--- config.mk ---
export PLATFORM = sky130hd
export DESIGN_NAME = umul_add
export DESIGN_NICKNAME = d
export VERILOG_FILES = /design/src/rtl/umul_add_pkg.sv /design/src/rtl/umul_add.sv
export SDC_FILE = /design/constraint.sdc
export NUM_CORES = 1
export LEC_CHECK = 0
export CAP_MARGIN = 30
export CORE_MARGIN = 2
export CORE_UTILIZATION = 58
export DETAILED_ROUTE_END_ITERATION = 16
export PLACE_DENSITY_LB_ADDON = 0.08
export SLEW_MARGIN = 20
export SYNTH_ARGS = -nofsm -noshare
export SYNTH_HDL_FRONTEND = slang
export SYNTH_SLANG_ARGS = --single-unit
--- constraint.sdc ---
create_clock -name CLK -period 4.4 [get_ports CLK]
set_input_delay 0.88 -clock CLK [delete_from_list [all_inputs] [get_ports CLK]]
set_output_delay 0.88 -clock CLK [all_outputs]
set_load 0.02 [all_outputs]
--- src/rtl/umul_add_pkg.sv ---
// Shared constants and state encoding for the umul_add shift-add multiply-accumulate unit.
package umul_add_pkg;

    localparam int UMUL_ADD_WIDTH_A = 8;
    localparam int UMUL_ADD_WIDTH_B = 4;
    localparam int UMUL_ADD_PROD_W  = UMUL_ADD_WIDTH_A + UMUL_ADD_WIDTH_B;

    typedef enum logic [1:0] {
        ST_IDLE = 2'd0,
        ST_RUN  = 2'd1,
        ST_DONE = 2'd2
    } state_e;

endpackage

--- src/rtl/umul_add.sv ---
// Sequential unsigned A*B+C, one multiplier bit per RUN cycle (inverse of a restoring divider).
// Optional UMUL_ADD_EARLY_EXIT_EN: leave RUN once the remaining multiplier bits are all zero.
module umul_add
    import umul_add_pkg::*;
#(
    parameter int WIDTH_A = UMUL_ADD_WIDTH_A,
    parameter int WIDTH_B = UMUL_ADD_WIDTH_B
) (
    input  logic                       CLK,
    input  logic                       iRESET_N,
    input  logic                       iMULVLD,
    input  logic [WIDTH_A-1:0]         iMULTIPLICAND,
    input  logic [WIDTH_B-1:0]         iMULTIPLIER,
    input  logic [WIDTH_B-1:0]         iADDEND,
    output logic [WIDTH_A+WIDTH_B-1:0] oPRODUCT,
    output logic                       oDONE,
    output logic                       oBUSY,
    output state_e                     oSTATE
);

    localparam int PW = WIDTH_A + WIDTH_B;
    localparam int CW = (WIDTH_B > 1) ? $clog2(WIDTH_B) : 1;
    localparam logic [CW-1:0] LAST_IDX = CW'(WIDTH_B - 1);

    state_e             state_q, state_d;
    logic               mulvld_q, mulvld_d;
    logic [WIDTH_A-1:0] a_q, a_d;
    logic [WIDTH_B-1:0] b_q, b_d;
    logic [CW-1:0]      cnt_q, cnt_d;
    logic [PW-1:0]      acc_q, acc_d;
    logic [PW-1:0]      product_q, product_d;
    logic               done_q, done_d;

    logic               start;
    logic               last_iter;
    logic [PW-1:0]      a_shift;
`ifdef UMUL_ADD_EARLY_EXIT_EN
    logic [WIDTH_B-1:0] b_rest;
`endif

    always_comb begin
        start   = iMULVLD & ~mulvld_q & (state_q == ST_IDLE);
        a_shift = PW'(a_q) << cnt_q;
`ifdef UMUL_ADD_EARLY_EXIT_EN
        // Multiplier bits strictly above the one consumed this cycle.
        b_rest    = (b_q >> cnt_q) >> 1;
        last_iter = (cnt_q == LAST_IDX) || (b_rest == '0);
`else
        last_iter = (cnt_q == LAST_IDX);
`endif
    end

    always_comb begin
        state_d   = state_q;
        mulvld_d  = iMULVLD;
        a_d       = a_q;
        b_d       = b_q;
        cnt_d     = cnt_q;
        acc_d     = acc_q;
        product_d = product_q;
        done_d    = 1'b0;

        case (state_q)
            ST_IDLE: begin
                if (start) begin
                    a_d   = iMULTIPLICAND;
                    b_d   = iMULTIPLIER;
                    acc_d = PW'(iADDEND);
                    cnt_d = '0;
`ifdef UMUL_ADD_EARLY_EXIT_EN
                    state_d = (iMULTIPLIER == '0) ? ST_DONE : ST_RUN;
`else
                    state_d = ST_RUN;
`endif
                end
            end
            ST_RUN: begin
                if (b_q[cnt_q]) begin
                    acc_d = acc_q + a_shift;
                end
                cnt_d = cnt_q + 1'b1;
                if (last_iter) begin
                    state_d = ST_DONE;
                end
            end
            ST_DONE: begin
                product_d = acc_q;
                done_d    = 1'b1;
                state_d   = ST_IDLE;
            end
            default: state_d = ST_IDLE;
        endcase
    end

    always_ff @(posedge CLK or negedge iRESET_N) begin
        if (!iRESET_N) begin
            state_q   <= ST_IDLE;
            mulvld_q  <= 1'b0;
            a_q       <= '0;
            b_q       <= '0;
            cnt_q     <= '0;
            acc_q     <= '0;
            product_q <= '0;
            done_q    <= 1'b0;
        end else begin
            state_q   <= state_d;
            mulvld_q  <= mulvld_d;
            a_q       <= a_d;
            b_q       <= b_d;
            cnt_q     <= cnt_d;
            acc_q     <= acc_d;
            product_q <= product_d;
            done_q    <= done_d;
        end
    end

    assign oPRODUCT = product_q;
    assign oDONE    = done_q;
    assign oBUSY    = (state_q != ST_IDLE);
    assign oSTATE   = state_q;

endmodule

# ---- Word level (Yosys, flattened, before mapping)
# Index checks and enable logic that the tools add are counted.
dict set report word_totals {
  elab_cells 39
  output_inout_bits 16
  reg_bits 42
  inputBits 19
}
dict set report op_classes {
  n_eq_ne 6
  n_lt_le_gt_ge 1
  n_reduce_logical 7
  add_sub_neg 2
  mux 11
  bitwise 3
  shift 1
}
# cell count
set op_table {}
lappend op_table {{12-bit two-way mux} 2}
lappend op_table {{12-bit one-hot mux with 2 select lines} 1}
lappend op_table {{12-bit adder} 1}
lappend op_table {{8-bit by 2-bit << shifter with 12-bit output} 1}
lappend op_table {{2-bit one-hot mux with 2 select lines} 2}
lappend op_table {{2-bit two-way mux} 3}
lappend op_table {{2-bit inequality test (second input constant)} 3}
lappend op_table {{2-bit AND reduction} 3}
lappend op_table {{2-bit == test (second input constant)} 2}
lappend op_table {{2-bit nonzero test} 2}
lappend op_table {{2-bit by 3-bit < comparator with 1-bit output (second input constant)} 1}
lappend op_table {{3-bit AND reduction} 1}
lappend op_table {{2-bit by 1-bit adder with 2-bit output (second input constant)} 1}
lappend op_table {{1-bit AND} 2}
lappend op_table {{1-bit binary-select mux with 2-bit select} 1}
lappend op_table {{2-bit by 1-bit == test with 1-bit output (second input constant)} 1}
lappend op_table {{2-bit zero test} 1}
lappend op_table {{1-bit two-way mux} 2}
lappend op_table {{1-bit inverter} 1}

# ---- Logic depth before layout (Yosys ltp)
# Gate-level depths: netlist of the first run.
dict set report depth {
  ltp_word 5
  ltp_mapped 11
  depth_no_buf 10
}

# ---- Least setup slack after synthesis of the first run
# OpenSTA, ideal clock, no wires.
dict set report synth_timing {
  kind {reg-to-reg}
  from {register cnt_q[0]}
  to {register acc_q[6]}
  n_path_buf 2
  path_stages_with_launch 11
  slack_ns 2.083
  required_ns 4.305
  arrival_ns 2.222
  setup_time_ns 0.095
  period_less_slack_ns 2.317
  path_cell_list {dfrtp_1 > buf_6 > clkbuf_1 > a211oi_1 > a21oi_1 > ha_1 > nor2b_1 > o31a_1 > o21a_1 > o21a_1 > o31ai_1}
}
dict set report synth_between {
  elab_chain_len 4
  elab_cells_between_ends 8
  classes_between {add/sub: 1; eq/ne: 1; shift: 1; mux: 4; reduce/logical: 1}
}
# item line
set synth_rtl {}
lappend synth_rtl {{start: declaration} umul_add.sv:29} ;# logic [CW-1:0] cnt_q, cnt_d;
lappend synth_rtl {{start signal: assignment} umul_add.sv:110} ;# cnt_q <= cnt_d;
lappend synth_rtl {{8-bit by 2-bit << shifter with 12-bit output or 1-bit binary-select mux with 2-bit select (tied branches)} {umul_add.sv:43, umul_add.sv:78}}
lappend synth_rtl {{12-bit adder or 1-bit two-way mux (tied branches)} {umul_add.sv:79, umul_add.sv:78}}
lappend synth_rtl {{12-bit two-way mux or 2-bit inequality test (tied branches)} -}
lappend synth_rtl {{12-bit one-hot mux with 2 select lines or 3-bit AND reduction (tied branches)} -}
lappend synth_rtl {{end signal: assignment} umul_add.sv:102} ;# acc_q <= '0;
lappend synth_rtl {{end signal: assignment} umul_add.sv:111} ;# acc_q <= acc_d;
lappend synth_rtl {{end: declaration} umul_add.sv:30} ;# logic [PW-1:0] acc_q, acc_d;
# Several ways; a longest one is shown, not always the timed one. The select of a mux whose other input is x is not followed.
# A chain may end at the register's enable or synchronous reset.

# ---- Worst setup path in the final report of the first run
dict set report layout_timing {
  from {register cnt_q[0]}
  to {register acc_q[11]}
}
# The elaborated chain is that of the path after synthesis.

==> results of run 1 <==
==> logic make-up after synthesis <==
family,share of synthesized area [%]
AND/OR/NAND/NOR,19.7
XOR/XNOR,0.364
buffers and inverters,3.11
multiplexers,10.7
adder cells (fa/ha/maj),7.06
flip-flops,43.6
AO/OA/AOI/OAI,15.5
==> path summary, 6_finish.rpt <==
| path | startpoint | slack (ps) | to | depth (start not counted) |
|---|---|---|---|---|
| worst max-delay path | cnt_q[0] | 1540 | acc_q[11] | 9 |
| worst min-delay path | b_q[0] | 490 | b_q[0] | 2 |
| worst max register to register | cnt_q[0] | 1540 | acc_q[11] | 9 |
| worst min register to register | b_q[0] | 490 | b_q[0] | 2 |
| max in group asynchronous | iRESET_N | 3330 | a_q[5] | 2 |
| min in group asynchronous | iRESET_N | 560 | oPRODUCT[11] | 1 |
==> flip-flops by register name, indices dropped and copies added, names as in the netlist <==
name      flops
acc_q        12
oPRODUCT     12
a_q           8
b_q           4
cnt_q         2
oSTATE        2
mulvld_q      1
oDONE         1
==> critical path, stage by stage, from the launching register on <==
cell,delay [ps]
dfrtp_1,740
mux2i_1,190
or2_2,330
inv_1,70
ha_1,230
a211oi_1,390
o21ai_1,210
a211oi_1,260
nor3_1,110
mux2i_1,250
==> final cells by class <==
type	count	area, µm²	share of cell area, %
multi-input cells	188	1280	44.7
flip-flops and latches	42	1050	36.6
repair buffers	36	370	12.9
clock buffers	7	86.3	3.00
well taps	50	62.6	2.18
inverters	4	15.0	0.522
clock inverters	1	5.00	0.174
==> routing by layer <==
| metal | wire [µm] | part of all wire (%) |
|---|---|---|
| met1 | 2340 | 45 |
| met2 | 2610 | 50 |
| met3 | 208 | 4.0 |
| met4 | 61 | 1.2 |
| met5 | 0 | 0 |
==> stage by stage <==
step / area (µm²) / worst slack, ps
floorplan: 2410 / 2080
global placement: 2750 / 1740
detailed placement: 2760 / 1660
CTS: 2850 / 1620
global route: 2870 / 1280
finish: 2870 / 1540
==> layout by cell type, fill, tap and decap left out, types with 2 or more instances in the layout <==
| cell | count |
|---|---|
| o2111ai_1 | 2 |
| nand3_1 | 10 |
| and3_1 | 2 |
| nand2_1 | 47 |
| dfrtp_1 | 42 |
| nand2_2 | 2 |
| nand2b_1 | 2 |
| inv_1 | 4 |
| a211oi_1 | 6 |
| clkdlybuf4s50_1 | 33 |
| o21ai_1 | 2 |
| nor3_1 | 7 |
| ha_1 | 12 |
| a21o_1 | 5 |
| nor2_1 | 7 |
| clkbuf_8 | 6 |
| mux2_2 | 12 |
| mux2i_1 | 10 |
| o21ai_0 | 13 |
| nor2b_1 | 7 |
| nand4_1 | 2 |
| a31oi_1 | 4 |
| a21oi_1 | 9 |
| or3_1 | 2 |
| o21a_1 | 5 |
==> power by group through the flow <==
stage               registers, mW  clock network, mW  logic (mW)
floorplan                   0.726                  0       0.960
global placement            0.712                  0        1.29
detailed placement          0.724                  0        1.33
CTS                         0.716              0.261        1.33
global route                0.745              0.280        1.49
finish                      0.715              0.262        1.34
==> results.json, run 1 <==
{
  "dp_hpwl_um": 3680,
  "crit_arrival_ps": 3060,
  "busiest_layer": "met2",
  "power_frac_comb_pct": 57.8,
  "rows": 23,
  "clock_path_buffers": 2,
  "drv_cap": 0,
  "tns_ps": 0,
  "dieArea_mm2": 0.00469,
  "grtUsageMet1_pct": 31.3,
  "yosysMostFrequentCell": "nand2_1",
  "vias_per_cell": 5.82,
  "ys_ff_latch": 42,
  "critPathMaxFanout": 18,
  "hold_viol_final": 0,
  "yosysWarnings": 0,
  "tightest_slew_ps": 704,
  "ir_worst_vdd_mv": 0.470,
  "drtIter0Drc": 151,
  "min_path_type": "flop to flop",
  "p_leak_nw": 1.32,
  "synthArstFlopShare_pct": 100,
  "synthCells": 243,
  "io-pin-count": 35,
  "status": "complete, no violations",
  "swShare_pct": 44.6,
  "nFillCells": 331,
  "synth_nets": 275,
  "worstPathRequired_ps": 4600,
  "cts_buffers": 5,
  "worstSetupPathType": "flop to flop",
  "ctsResizeCount": 0,
  "p_int_mw": 1.28,
  "antenna_left": 0,
  "worstSetupEndpointType": "flop",
  "grt_pass1_wl_um": 8270,
  "grt_use_total_pct": 24.2,
  "antennaDiodeCount": 0,
  "clk_latency_ps": 300,
  "synth_area_mm2": 0.00241,
  "grt_overflow": 0,
  "setup_viol": 0,
  "fmax_ghz": 0.349,
  "cp-start-kind": "flop",
  "utilization_pct": 71.8,
  "antenna_found_initial": 0,
  "ys_top_cells_by_area": "dfrtp_1 44%, nand2_1 7.3%, ha_1 6.2%",
  "synth_edf_count": 0,
  "yosysTopAreaCell": "dfrtp_1",
  "slew_viol_final": 0,
  "ys_types": 46,
  "period_needed_ps": 2860,
  "htreeDepth": 2,
  "synth.avg_cell_area_um2": 9.92,
  "die_y_um": 68.5,
  "grt_use_met3_pct": 4.93,
  "port_buffers": 34,
  "grtUsageMet2_pct": 40.9,
  "clkPwrFrac_pct": 11.3,
  "relSlewSlack_pct": 53.0,
  "netlist_top_cells_count": "47 x nand2_1, 42 x dfrtp_1, 13 x o21ai_0, 12 x ha_1, 12 x mux2_2",
  "rsz0062_at_grt": "no",
  "first_global_vias": 1770,
  "path_clk_slew_ps": 80,
  "clockRootBuffer": "clkbuf_8",
  "cts_tree": "done",
  "synth_top_area_share_pct": 43.6,
  "core_area_mm2": 0.00400,
  "fin_skew_ps": 5.03,
  "drc_errors": 0,
  "dpl.cell_count": 319,
  "dr.pass1.iters": 4,
  "fin_cells": 328,
  "synthToLayoutAreaGrowth_pct": 19.3,
  "initial_core_util_pct": 60.2,
  "power_density_mw_per_mm2": 806,
  "drt-total-wl_um": 5210,
  "p_seq_share_pct": 30.9,
  "hold_ws_ps": 488,
  "postCtsHoldBufs": 0,
  "wire_per_inst_um": 15.9,
  "dieWidth_um": 68.5,
  "via_count": 1908,
  "grt_max_degree": 43,
  "min_period_over_period_pct": 65.1,
  "p_total_mw": 2.32,
  "cts_sinks": 42,
  "synthFlopType": "dfrtp_1",
  "post_cts_buffers": 0,
  "nets": 309,
  "gp_congestion": 0.858,
  "ys_seq_area_share_pct": 43.6,
  "p_switching_mw": 1.03,
  "drive_gt1_share_pct": 11.9
}
(Power assumes the default switching activity.)
==> inputs of run 2 (changes only) <==
- CORE_UTILIZATION: 58 -> 54
- clock period: 4.4 -> 2.8 ns (I/O delays scaled with it)
==> results.json, run 2 (synthesis gave the netlist of run 1 again) <==
{
  "status": "complete, no violations",
  "nets": 311,
  "rsz0062_at_grt": "no",
  "tightest_slew_ps": 553,
  "grt_overflow": 0,
  "drv_cap": 0,
  "wire_per_inst_um": 14.1,
  "rows": 24,
  "clk_latency_ps": 290,
  "drive_gt1_share_pct": 13.2,
  "clock_path_buffers": 2,
  "power_density_mw_per_mm2": 1250,
  "p_leak_nw": 1.33,
  "io-pin-count": 35,
  "mostFrequentLayoutCell": "nand2_1",
  "worstPathRequired_ps": 3030,
  "postCtsHoldBufs": 0,
  "crit_start": "cnt_q[0]",
  "vias_per_cell": 5.70,
  "multi_input_area_mm2": 0.00129,
  "cp-start-kind": "flop",
  "cts_sinks": 42,
  "seqCellArea_mm2": 0.00105,
  "tns_ps": 0,
  "via_count": 1893,
  "htreeDepth": 2,
  "drt-total-wl_um": 4690,
  "fin_area_mm2": 0.00290,
  "dp_slack_ps": 250,
  "rr_startpoint": "cnt_q[0]",
  "period_needed_ps": 2540,
  "worstSetupEndpointType": "flop",
  "min_path_type": "primary input to async pin",
  "dieWidth_um": 70.8,
  "gp_congestion": 0.903,
  "relSlewSlack_pct": 63.1,
  "dpl_cell_area_mm2": 0.00277,
  "slew_viol_final": 0,
  "initial_core_util_pct": 55.7,
  "fin_ws_ps": 257,
  "min_period_over_period_pct": 90.8,
  "port_buffers": 34,
  "first_global_vias": 1788,
  "p_total_mw": 3.63,
  "die_y_um": 70.8,
  "antenna_left": 0,
  "worstSetupPathType": "flop to flop",
  "nFillCells": 367,
  "fin_skew_ps": 4.40,
  "antenna_found_initial": 0,
  "drtIter0Drc": 97,
  "antennaDiodeCount": 0,
  "drc_errors": 0,
  "ir_worst_vdd_mv": 0.530,
  "layout_common_cells": "47 x nand2_1, 41 x dfrtp_1, 33 x clkdlybuf4s50_1",
  "cts_tree": "done",
  "grt_pass1_wl_um": 8400,
  "setup_viol": 0,
  "dr.pass1.iters": 4,
  "synthToLayoutAreaGrowth_pct": 20.2,
  "path_clk_slew_ps": 80,
  "dp_hpwl_um": 3360,
  "hold_viol_final": 0,
  "critPathMaxFanout": 13,
  "dieArea_mm2": 0.00501,
  "clockRootBuffer": "clkbuf_8",
  "grt_use_total_pct": 20.8,
  "core_area_mm2": 0.00432,
  "crit_arrival_ps": 2770,
  "grt_max_degree": 43,
  "fmax_ghz": 0.393,
  "cts_buffers": 5
}
[run 2: final timing paths]
| path | end | slack (ps) | cells past startpoint |
|---|---|---|---|
| setup / recovery | acc_q[8] | 260 | 10 |
| hold / removal | oPRODUCT[2] | 210 | 1 |
| setup reg to reg | acc_q[8] | 260 | 10 |
| hold reg to reg | b_q[3] | 480 | 2 |
| max in group asynchronous | cnt_q[0] | 2090 | 2 |
| min in group CLK | b_q[3] | 480 | 2 |
[run 2: layout make-up]
type | count | area share, %
Timing Repair Buffer | 38 | 13.3
Multi-Input combinational cell | 188 | 44.5
Clock buffer | 7 | 2.98
Tap cell | 52 | 2.25
Sequential cell | 42 | 36.3
Inverter | 4 | 0.518
Clock inverter | 1 | 0.173
[run 2: timing repair]
item	in CTS	in global routing
buffers inserted	0	0
hold endpoints to repair	0	0
gates resized for setup	0	2
setup endpoints to repair	0	2
[run 2: metrics by stage]
stage	hold WS [ps]	cells	utilization, %
global route	249	332	67.0
finish	214	332	67.0
global placement	458	323	64.1
CTS	435	331	66.2
detailed placement	467	323	64.1
floorplan	264	243	-
[run 2: worst max-delay path, stage by stage (launching register included)]
cell	delay, ps
dfrtp_2	500
nand2b_1	190
nor2_1	110
ha_1	220
inv_1	70
fa_1	370
nor2b_1	220
o31a_1	270
o2111ai_1	160
a211o_1	310
nand3_1	70
[run 2: routing by layer]
metal | global-route usage, % | part of all wire (%) | vias to the layer above
met2 | 31.4 | 44 | 53
met5 | 0 | 0 | -
met3 | 3.42 | 4.7 | 10
met4 | 6.71 | 1.4 | 0
li1 | - | - | 945
met1 | 30.8 | 49 | 885
[run 2: power breakdown]
part           switching [mW]  internal, mW  total [mW]
Combinational            1.16         0.965        2.13
Clock                   0.202         0.199       0.401
Sequential              0.228         0.870        1.10
==> inputs of run 3 (changes only) <==
- REMOVE_ABC_BUFFERS: default -> 1
==> results.json, run 3 (synthesis gave the netlist of run 1 again) <==
{
  "nets": 312,
  "vias_per_cell": 5.63,
  "period_needed_ps": 2530,
  "min_period_over_period_pct": 90.3,
  "drive_gt1_share_pct": 12.1,
  "postCtsHoldBufs": 0,
  "grt_max_degree": 43,
  "power_density_mw_per_mm2": 1240,
  "io-pin-count": 35,
  "path_clk_slew_ps": 70,
  "core_area_mm2": 0.00432,
  "hold_viol_final": 0,
  "cts_tree": "done",
  "min_path_type": "primary input to async pin",
  "ir_worst_vdd_mv": 0.506,
  "port_buffers": 34,
  "p_total_mw": 3.59,
  "seqCellArea_mm2": 0.00105,
  "clk_latency_ps": 290,
  "worstPathRequired_ps": 3030,
  "drv_cap": 0,
  "dp_slack_ps": 307,
  "layout_common_cells": "47 x nand2_1, 42 x dfrtp_1, 33 x clkdlybuf4s50_1",
  "worstSetupEndpointType": "flop",
  "worstSetupPathType": "flop to flop",
  "dr.pass1.iters": 4,
  "drt-total-wl_um": 4660,
  "drc_errors": 0,
  "grt_overflow": 0,
  "fin_ws_ps": 272,
  "critPathMaxFanout": 11,
  "relSlewSlack_pct": 69.1,
  "fin_skew_ps": 4.26,
  "wire_per_inst_um": 14.0,
  "rows": 24,
  "initial_core_util_pct": 55.7,
  "nFillCells": 376,
  "drtIter0Drc": 113,
  "ctsResizeCount": 0,
  "die_y_um": 70.8,
  "rsz0062_at_grt": "no",
  "mostFrequentLayoutCell": "nand2_1",
  "setup_viol": 0,
  "multi_input_area_mm2": 0.00128,
  "dpl_cell_area_mm2": 0.00278,
  "via_count": 1870,
  "cts_sinks": 42,
  "post_cts_buffers": 0,
  "cp-start-kind": "flop",
  "fmax_ghz": 0.396,
  "first_global_vias": 1778,
  "p_leak_nw": 1.33,
  "dieArea_mm2": 0.00501,
  "htreeDepth": 2,
  "cts_buffers": 5,
  "tns_ps": 0,
  "antenna_found_initial": 0,
  "dp_hpwl_um": 3470,
  "slew_viol_final": 0,
  "fin_area_mm2": 0.00288,
  "synthToLayoutAreaGrowth_pct": 19.7,
  "clock_path_buffers": 2,
  "dieWidth_um": 70.8,
  "crit_arrival_ps": 2750,
  "antenna_left": 0,
  "status": "complete, no violations",
  "grt_pass1_wl_um": 8340,
  "hold_ws_ps": 214,
  "gp_congestion": 0.937,
  "antennaDiodeCount": 0,
  "clockRootBuffer": "clkbuf_8",
  "grt_use_total_pct": 20.8,
  "tightest_slew_ps": 462
}
run 3: metal layers:
| layer | track usage, % | wire (µm) | vias up |
|---|---|---|---|
| li1 | - | - | 949 |
| met1 | 28.8 | 2190 | 869 |
| met2 | 33.6 | 2220 | 43 |
| met3 | 4.27 | 185 | 9 |
| met4 | 5.03 | 64 | 0 |
| met5 | 0 | 0 | - |
run 3: path summary, 6_finish.rpt:
check / slack, ps / startpoint / end / cells after the start
hold / removal: 210 / iRESET_N / acc_q[10] / 1
setup / recovery: 270 / cnt_q[0] / acc_q[8] / 10
hold reg to reg: 480 / b_q[2] / b_q[2] / 2
setup reg to reg: 270 / cnt_q[0] / acc_q[8] / 10
min in group CLK: 480 / b_q[2] / b_q[2] / 2
max in group asynchronous: 2120 / iRESET_N / acc_q[9] / 2
run 3: through the flow:
step                      utilization [%]  cells
after detailed placement             64.3    324
after global placement               64.3    324
final                                66.7    332
after CTS                            66.1    331
after floorplan                         -    234
after global routing                 66.7    332
run 3: report_power, final:
part | total (mW) | internal, mW | leakage [nW] | switching [mW]
Sequential | 1.08 | 0.869 | 0.525 | 0.207
Combinational | 2.15 | 0.968 | 0.763 | 1.18
Clock | 0.365 | 0.172 | 0.0383 | 0.193
Total | 3.59 | 2.01 | 1.33 | 1.58
run 3: area by class of cell:
cell class | count | area share (%)
Clock buffer | 7 | 2.65
Inverter | 4 | 0.521
Multi-Input combinational cell | 188 | 44.5
Sequential cell | 42 | 36.4
Tap cell | 52 | 2.26
Timing Repair Buffer | 39 | 13.6
run 3: worst max-delay path, stage by stage, from the launching register on:
cell,delay (ps)
dfrtp_1,490
nand2b_1,210
nor2_1,90
ha_1,190
inv_1,60
fa_1,400
nor2b_1,220
o31a_1,240
o2111ai_1,170
a211o_1,320
nand3_1,80
==> patch 1 (flow settings as in run 1) <==
The option `UMUL_ADD_EARLY_EXIT_EN` is turned on by a define.
--- a/src/rtl/umul_add.sv
+++ b/src/rtl/umul_add.sv
@@ -1,5 +1,7 @@
 // Sequential unsigned A*B+C, one multiplier bit per RUN cycle (inverse of a restoring divider).
 // Optional UMUL_ADD_EARLY_EXIT_EN: leave RUN once the remaining multiplier bits are all zero.
+`define UMUL_ADD_EARLY_EXIT_EN
+
 module umul_add
     import umul_add_pkg::*;
 #(
Function: changed (Yosys sat finds a counterexample within 4 cycles, from zero or initial values and one cycle with iRESET_N low).
==> patch 1 against run 1 <==
Setup slack gained 58 ps. Highest routed layer unchanged. Critical path type unchanged. Die area grew 2.3%. Sequential cell count is the same. Critical endpoint unchanged. Utilization grew 0.12 points. Synthesized area grew 2.4%. Total power shrank 6.0%. Cell area grew 1.6%. Wire length shrank 4.8%.
==> patch 1: results (changes against run 1) <==
- Commonest cells post-synth: nand2_1 (49), dfrtp_1 (42), ha_1 (12), o21ai_0 (10), nand3_1 (9)
- DRT iter0 DRCs: 130 (-14%)
- Metal3 WL: 183 um (-12%)
- Sw power: 0.952 mW (-7.9%)
- Worst VDD drop: 0.453 mV (-3.5%)
- Post-synthesis xor/xnor area fraction: 0.355% (-0.0087 points)
- CP max FO: 20 (+2)
- Slew @ Worst Pin: 826 ps (+122 ps)
- R2R setup slack: 1600 ps (+60 ps)
- Number of global-route vias before repair: 1981 (+12%)
- Inst Count DP: 325 (+1.9%)
- Multi-input combinational area share: 45.9% (+1.3 points)
- Post-synthesis sequential area ratio: 42.6% (-1.0 points)
- Inverters: 5 (+1)
- Synth area leaders: dfrtp_1 (43%), nand2_1 (7.5%), ha_1 (6.1%)
- CP arrival: 2970 ps (-90 ps)
- Outcome: finished, final reports clean
- Met2 Usage GRT: 37.7% (-3.2 points)
- Post-Syn Nets: 282 (+2.5%)
- Tot GR Track Use: 22.4% (-1.8 points)
- Grt met3 use: 4.51% (-0.43 points)
- Syn Area/Cell: 9.87 um2 (-0.43%)
- Share of post-route cells with drive strength above 1: 9.89% (-2.0 points)
- P_leak: 1.34 nW (+1.4%)
- Synth Area in Compound Gates: 16.3% (+0.85 points)
- Area of the multi-input gates: 1340 um2 (+4.5%)
- Synth Area in Adders: 6.89% (-0.17 points)
- Seq area share: 36.0% (-0.58 points)
- Cell Area, Placed: 2820 um2 (+2.2%)
- Max incr delay on CP: 780 ps (+40 ps)
[patch 1: power by group through the flow]
stage	clock, mW	combinational (mW)	sequential, mW
CTS	0.242	1.23	0.709
finish	0.231	1.24	0.709
detailed placement	0	1.22	0.718
global placement	0	1.21	0.711
global route	0.253	1.39	0.738
floorplan	0	0.896	0.716
[patch 1: path summary, 6_finish.rpt]
kind                                       start                      end  cells past startpoint
max in group asynchronous               iRESET_N    acc_q[10]$_DFFE_PN0P_                      2
min                        acc_q[11]$_DFFE_PN0P_    acc_q[11]$_DFFE_PN0P_                      1
min in group asynchronous               iRESET_N  oPRODUCT[1]$_DFFE_PN0P_                      1
max                         cnt_q[0]$_DFFE_PN0P_    acc_q[11]$_DFFE_PN0P_                      9
min reg2reg                acc_q[11]$_DFFE_PN0P_    acc_q[11]$_DFFE_PN0P_                      1
max reg2reg                 cnt_q[0]$_DFFE_PN0P_    acc_q[11]$_DFFE_PN0P_                      9
==> patch 2 (config.mk and constraints of run 1) <==
Made on the original files. `product_q` no longer has a reset.
--- a/src/rtl/umul_add.sv
+++ b/src/rtl/umul_add.sv
@@ -100,7 +100,6 @@
             b_q       <= '0;
             cnt_q     <= '0;
             acc_q     <= '0;
-            product_q <= '0;
             done_q    <= 1'b0;
         end else begin
             state_q   <= state_d;
@@ -109,9 +108,12 @@
             b_q       <= b_d;
             cnt_q     <= cnt_d;
             acc_q     <= acc_d;
-            product_q <= product_d;
             done_q    <= done_d;
         end
+    end
+
+    always_ff @(posedge CLK) begin
+        product_q <= product_d;
     end
 
     assign oPRODUCT = product_q;
Function: differs if iRESET_N is asserted again (counterexample within 10 cycles, from zero or initial values and one cycle with iRESET_N low); with iRESET_N held inactive, the same outputs for 10 cycles.
==> patch 2 against run 1 <==
Clock power is 16% higher. Worst hold slack worse by 13 ps. Total power is 8.4% lower. Sequential power is 5.3% lower. Cell area is 2.4% lower. Wire length is 9.2% lower. Setup slack better by 110 ps. Clock skew is 0.58 ps higher. Synthesized area is 3.6% lower. Critical path depth stayed put. Sequential cell count stayed put. First-iteration DRC count is 50% higher.
==> patch 2: results (changes against run 1) <==
- Outcome: finished, final reports clean
- DRT iter0 DRCs: 227 (+50%)
- Share of post-route cells with drive strength above 1: 7.89% (-4.0 points)
- Max-slew headroom: 53.0% (about the same)
- Hold endpoint: acc_q[11]$_DFFE_PN0P_
- Hold Crit Depth: 1 (-1)
- Filler cell count: 328 (-0.91%)
- Worst VDD drop: 0.398 mV (-15%)
- Clock skew: 5.61 ps (+0.582 ps)
- Synth Area in Compound Gates: 16.4% (+0.90 points)
- Post-synth cell types: 47 (+2.2%)
- Final #Nets: 297 (-3.9%)
- Gp weighted congestion: 0.878 (+2.4%)
- Largest net degree at the start of global routing: 31 (-28%)
- R2R setup slack: 1650 ps (+110 ps)
- Number of antenna violations at the first check in global routing: 0 (unchanged)
- Final wirelength: 4730 um (-9.2%)
- Post-synthesis mux area share: 5.28% (-5.4 points)
- Synth area leaders: dfrtp_1 (32%), edfxtp_1 (16%), nand2_1 (7.6%)
- Critical R2R Capture: acc_q[7]$_DFFE_PN0P_
- Tot GR Track Use: 24.0% (-0.17 points)
- Number of global-route vias before repair: 1738 (-1.8%)
- Signal buffers share of area: 12.7% (-0.22 points)
- Post-synthesis sequential area ratio: 47.8% (+4.2 points)
- P_leak: 1.24 nW (-5.9%)
- Clock network area share: 3.88% (+0.70 points)
- Max incr delay on CP: 740 ps (about the same)
- Commonest cells post-synth: nand2_1 (47), dfrtp_1 (30), o21ai_0 (13), edfxtp_1 (12), ha_1 (12)
- Post-Syn Nets: 262 (-4.7%)
- Hold Crit Start: acc_q[11]$_DFFE_PN0P_
- PD cells: 756 nW/um2 (-6.2%)
- Combinational power: 1.14 mW (-15%)
- CP Class: reg -> reg
- Post-synth EDFFs: 12 (+12)
- Detailed Place HPWL: 3430 um (-6.9%)
- Async SR Flop Fraction: 71.4% (-29 points)
- CP arrival: 2930 ps (-130 ps)
- Vias post-DR: 1827 (-4.2%)
- Tcrit/Tclk final: 62.5% (-2.5 points)
patch 2: changes by cell type after synthesis, sizes merged:
cell / change
clkbuf: +1
mux2: -12
dfrtp: -12
edfxtp: +12
buf: -2
patch 2: stage by stage:
| step | utilization, % | area (um2) | hold slack (ps) | std cells |
|---|---|---|---|---|
| after floorplan | - | 2320 | 440 | 230 |
| after global placement | 68.6 | 2680 | 455 | 307 |
| after detailed placement | 68.8 | 2690 | 463 | 308 |
| after CTS | 71.5 | 2800 | 482 | 316 |
| after global routing | 71.7 | 2810 | 499 | 316 |
| final | 71.7 | 2810 | 476 | 316 |
patch 2: routing by layer:
| layer | share of wire (%) | wire length, um | GRT usage (%) |
|---|---|---|---|
| met1 | 46 | 2180 | 32.2 |
| met2 | 46 | 2170 | 38.6 |
| met3 | 6.7 | 316 | 5.67 |
| met4 | 1.3 | 61 | 7.91 |
| met5 | 0 | 0 | 0 |
